## src/rtl/seq_ctrl_pkg.sv

```systemverilog
// Shared definitions for the "100" detector run controller.
package seq_ctrl_pkg;

  typedef enum logic [1:0] {
    S_IDLE  = 2'd0,
    S_SHIFT = 2'd1,
    S_FLUSH = 2'd2,
    S_DONE  = 2'd3
  } state_t;

  localparam int FLUSH_CYC = 1;

endpackage

```

## src/rtl/seq_piso.sv

```systemverilog
// Parallel-load, LSB-first shift register feeding the serial pattern.
module seq_piso #(
  parameter int DATA_W = 6
) (
  input  logic              clk,
  input  logic              rst_n,
  input  logic              i_load,
  input  logic              i_shift,
  input  logic [DATA_W-1:0] i_data,
  output logic              o_lsb
);

  logic [DATA_W-1:0] r_shreg;

  always_ff @(posedge clk or negedge rst_n) begin
    if (!rst_n)       r_shreg <= '0;
    else if (i_load)  r_shreg <= i_data;
    else if (i_shift) r_shreg <= r_shreg >> 1;
  end

  assign o_lsb = r_shreg[0];

endmodule

```

## src/rtl/seq_detect_ctrl.sv

```systemverilog
// Run controller: serializes a pattern into a "100" detector and counts its hits
// over the len-sample window that trails the serial stream by one cycle.
module seq_detect_ctrl
  import seq_ctrl_pkg::*;
#(
  parameter int DATA_W = 6,
  parameter int LEN_W  = 3,
  parameter int CNT_W  = 4
) (
  input  logic              clk,
  input  logic              rst_n,
  input  logic              i_start,
  input  logic [DATA_W-1:0] i_data_in,
  input  logic [LEN_W-1:0]  i_len,
  output logic              o_x_out,
  input  logic              i_y_in,
  output logic              o_busy,
  output logic              o_done,
  output logic [CNT_W-1:0]  o_hit_cnt
);

  localparam logic [LEN_W-1:0] LEN_MAX = LEN_W'(DATA_W);
  localparam logic [CNT_W-1:0] CNT_MAX = '1;

  state_t             r_state, w_next;
  logic [LEN_W-1:0]   r_rem;
  logic               r_x;
  logic               r_samp;
  logic [CNT_W-1:0]   r_cnt;
  logic [LEN_W-1:0]   w_len_c;
  logic               w_accept, w_load, w_shift, w_samp_en, w_lsb;

  assign w_len_c = (i_len > LEN_MAX) ? LEN_MAX : i_len;

  seq_piso #(.DATA_W(DATA_W)) u_piso (
    .clk     (clk),
    .rst_n   (rst_n),
    .i_load  (w_load),
    .i_shift (w_shift),
    .i_data  (i_data_in >> 1),
    .o_lsb   (w_lsb)
  );

  always_ff @(posedge clk or negedge rst_n) begin
    if (!rst_n) r_state <= S_IDLE;
    else        r_state <= w_next;
  end

  always_comb begin
    w_next   = r_state;
    w_accept = 1'b0;
    w_load   = 1'b0;
    w_shift  = 1'b0;
    case (r_state)
      S_IDLE, S_DONE: begin
        if (i_start) begin
          w_accept = 1'b1;
          w_load   = (w_len_c != '0);
          w_next   = (w_len_c != '0) ? S_SHIFT : S_DONE;
        end else begin
          w_next = S_IDLE;
        end
      end
      S_SHIFT: begin
        if (r_rem != '0) w_shift = 1'b1;
        else             w_next  = S_FLUSH;
      end
      S_FLUSH: w_next = S_DONE;
      default: w_next = S_IDLE;
    endcase
  end

  // y lags x by one cycle, so the first SHIFT cycle is skipped and FLUSH is sampled
  assign w_samp_en = ((r_state == S_SHIFT) && r_samp) || (r_state == S_FLUSH);

  always_ff @(posedge clk or negedge rst_n) begin
    if (!rst_n) begin
      r_x    <= 1'b0;
      r_rem  <= '0;
      r_samp <= 1'b0;
      r_cnt  <= '0;
    end else begin
      r_samp <= (r_state == S_SHIFT);
      if (w_load)       r_x <= i_data_in[0];
      else if (w_shift) r_x <= w_lsb;
      else              r_x <= 1'b0;
      if (w_load)       r_rem <= w_len_c - 1'b1;
      else if (w_shift) r_rem <= r_rem - 1'b1;
      if (w_accept)
        r_cnt <= '0;
      else if (w_samp_en && i_y_in && (r_cnt != CNT_MAX))
        r_cnt <= r_cnt + 1'b1;
    end
  end

  assign o_x_out   = r_x;
  assign o_busy    = (r_state == S_SHIFT) || (r_state == S_FLUSH);
  assign o_done    = (r_state == S_DONE);
  assign o_hit_cnt = r_cnt;

endmodule

```

## config.mk

```make
export PLATFORM = sky130hd
export DESIGN_NAME = seq_detect_ctrl
export DESIGN_NICKNAME = d
export VERILOG_FILES = /design/src/rtl/seq_ctrl_pkg.sv /design/src/rtl/seq_piso.sv /design/src/rtl/seq_detect_ctrl.sv
export SDC_FILE = /design/constraint.sdc
export NUM_CORES = 1
export LEC_CHECK = 0
export CAP_MARGIN = 20
export CORE_MARGIN = 3
export CORE_UTILIZATION = 30
export CTS_BUF_LIST = sky130_fd_sc_hd__clkbuf_4 sky130_fd_sc_hd__clkbuf_8 sky130_fd_sc_hd__clkbuf_16
export DETAILED_ROUTE_END_ITERATION = 12
export PLACE_DENSITY = 0.54
export SLEW_MARGIN = 40
export SYNTH_ARGS = -nofsm -noshare
export SYNTH_HDL_FRONTEND = slang
export SYNTH_SLANG_ARGS = --single-unit
```

## constraint.sdc

```tcl
create_clock -name clk -period 3.55 [get_ports clk]
set_input_delay 0.71 -clock clk [delete_from_list [all_inputs] [get_ports clk]]
set_output_delay 0.71 -clock clk [all_outputs]
set_load 0.01 [all_outputs]
```

==> metrics.md <==
| Metric | Value |
|---|---|
| CTS max path bufs | `2` |
| Reg-to-reg endpoint | `r_rem[2]` |
| Synth area leader | `dfrtp_1` |
| Drt via density | `5.08` |
| Worst path max stage delay | `540 ps` |
| DP Area | `1100 um^2` |
| Io pins | `20` |
| Antenna violations before repair | `0` |
| Largest net degree at the start of global routing | `17` |
| Syn Inst Count | `91` |
| Final TNS setup | `0 ps` |
| Final min period | `2480 ps` |
| Number of synthesized flops with an enable pin | `0` |
| DRC | `0` |
| WP buf/inv | `3` |
| Worst Hold Launch | `u_piso.r_shreg[0]` |
| Top cell type's share of synthesized area | `45.3%` |
| Die width | `60.3 um` |
| Area of the die | `3640 um^2` |
| Status | `finished clean` |
| Most used cell, CP | `inv_1` |
| # clock sinks | `16` |
| Post-DP HPWL | `1300 um` |
| Average wire per standard cell | `12.1 um` |
| Core area | `2780 um^2` |
| Post-cts sizing count | `0` |
| R2r worst-path depth | `9` |
| Hold Path End | `o_x_out` |
| Commonest non-fill, non-tap cells in the layout | `19 x clkdlybuf4s50_1, 16 x dfrtp_1, 14 x nand2_1` |
| Worst reg2reg setup slack | `1350 ps` |
| Number of diodes | `0` |
| Max VDD drop | `0.356 mV` |
| Fin nets | `131` |
| Root Buffer Master | `clkbuf_4` |
| Design Area, Final | `1130 um^2` |
| Number of port buffers | `19` |
| Most common flop cell mapped by yosys | `dfrtp_1` |
| Chip Height | `60.3 um` |
| Num CTS Buffers | `3` |
| Initial DRT Pass Iterations | `4` |
| Syn_area_per_cell | `9.72 um^2` |
| # Post-CTS Setup Buffers | `0` |
| DR iter-0 viols | `25` |
| CTS tree | `yes` |
| Seq/Total Area, Yosys | `45.3%` |
| Hold Path Depth | `2` |
| FP Rows | `19` |
| Crit path depth | `4` |
| Area of the multi-input gates | `449 um^2` |
| Hold Path Class | `register to register` |
| Antenna Nets Post-Route | `0` |
| # setup viols final | `0` |
| Ys Warns | `0` |
| H-tree levels | `1` |
| Slew Viols, Final | `0` |
| Power Density | `816 nW/um^2` |
| Global Route Usage Sum | `10.8%` |
| Area of the mapped netlist | `885 um^2` |
| Layout cells sized above 1 | `9.82%` |
| Critical setup path kind | `register to primary output` |
| Count of cell types in the netlist | `26` |
| Grt ovf | `0` |
| Initial core utilization | `31.8%` |
| CP delay by family, top | `buffers and inverters` |
| Leak Pwr | `0.000485 uW` |
| Main area contributors after synthesis | `dfrtp_1 45%, ha_1 7.1%, nand2_1 5.9%` |
| Layout area overhead | `28.1%` |
| Final WL | `1720 um` |
| Clock-pin slew on the worst setup and hold paths | `100 ps` |
| Ys async rst share | `100%` |
| # hold bufs at CTS | `0` |
| Final Cycle Share | `70.0%` |
| Slowest cell on the critical path | `clkdlybuf4s50_1` |
| CP cell instances | `inv_1, ha_1, inv_1, clkdlybuf4s50_1` |
| Fmax | `0.402 GHz` |
| Fillers | `286` |
| Slew margin rel. | `51.3%` |
| #FFs+latches synth | `16` |
| Maxcap violations | `0` |
| Via count of the first global-routing pass | `649` |
| Critical Path End Type | `primary output` |
| Critical path fanouts, max | `4` |
| FF-to-FF Start | `r_state[0]` |
| First-pass GRT wire length | `2970 um` |
| Skew final | `5.58 ps` |
| FF/Latch Area | `400 um^2` |
| RD Place Congestion | `0.758` |
| Commonest non-fill, non-tap cell in the layout | `clkdlybuf4s50_1` |
| Critical Path AT | `1770 ps` |
| Startpoint types | `register` |
| Post-synthesis net count | `109` |
| Worst Path Required | `2840 ps` |
| Hold Violations, Final | `0` |
| Measured slew at the worst slew-check pin | `729 ps` |
| DR vias | `726` |
| RSZ-0062 raised after global routing | `false` |
| Worst-Skew Late Latency | `290 ps` |
==> sequential cells by signal, indices dropped and copies added (netlist names) <==
| register | flops |
|---|---|
| r_samp | 1 |
| r_rem | 3 |
| o_hit_cnt | 4 |
| u_piso.r_shreg | 5 |
| o_x_out | 1 |
| r_state | 2 |
==> worst reg2reg max path: stages, from the launching register on <==
cell	delay, ps
dfrtp_1	410
inv_1	60
ha_1	360
and2_0	320
o21ai_0	180
a21oi_1	190
ha_1	210
a21oi_1	70
a31o_2	220
a21oi_2	120
==> stage by stage <==
step	cells	hold slack [ps]	setup slack [ps]	utilization (%)	total power (uW)
after floorplan	91	414	1530	-	673
after global placement	139	488	822	39.5	802
after detailed placement	139	495	818	39.5	811
after CTS	143	518	1050	40.8	936
after global routing	143	550	936	40.8	1020
final	143	510	1070	40.8	925
==> power breakdown <==
group	leakage, uW	switching (uW)	total, uW	internal, uW
combinational	0.000268	255	476	222
sequential	0.000196	64.7	326	261
clock	0.0000210	60.2	123	62.4
==> cells by family (layout without fill, tap and decap cells) <==
logic type               count (synthesis)  count (layout)  synth area share [%]
AND/OR/NAND/NOR                         35              35                  18.8
AO/OA/AOI/OAI                           26              26                  22.9
flip-flops                              16              16                  45.3
buffers and inverters                    7              28                  3.96
adder cells (fa/ha/maj)                  5               5                  7.07
XOR/XNOR                                 2               2                  1.98
==> cell usage after synthesis, types with 2 or more instances <==
| library cell | count |
|---|---|
| nand3_1 | 6 |
| nor3_1 | 2 |
| a21oi_1 | 6 |
| nand2_1 | 14 |
| dfrtp_1 | 16 |
| inv_1 | 5 |
| ha_1 | 5 |
| xor2_1 | 2 |
| nor2_1 | 8 |
| o21ai_0 | 6 |
| a31oi_1 | 6 |
==> worst max-delay path by stage <==
stage / from / end / slack (ps)
after floorplan: i_len[0] / r_rem[2] / 1530
after global placement: i_len[1] / r_rem[2] / 820
after detailed placement: i_len[1] / r_rem[2] / 820
after CTS: r_state[0] / o_busy / 1050
after global routing: i_len[1] / r_rem[2] / 940
final: r_state[0] / o_busy / 1070
==> area by class of cell <==
class	count	share of cell area (%)
multi-input combinational	68	39.6
sequential	16	35.3
timing repair buffer	19	16.8
tap	31	3.42
clock buffer	4	3.20
inverter	5	1.66
==> metal layers <==
layer,track usage (%),part of all wire [%],up-vias
li1,-,-,365
met5,0,0,-
met3,1.94,4.9,2
met4,3.80,0.41,0
met1,15.7,47,347
met2,16.0,48,12
Note: power is estimated with default switching activity, not from simulation.
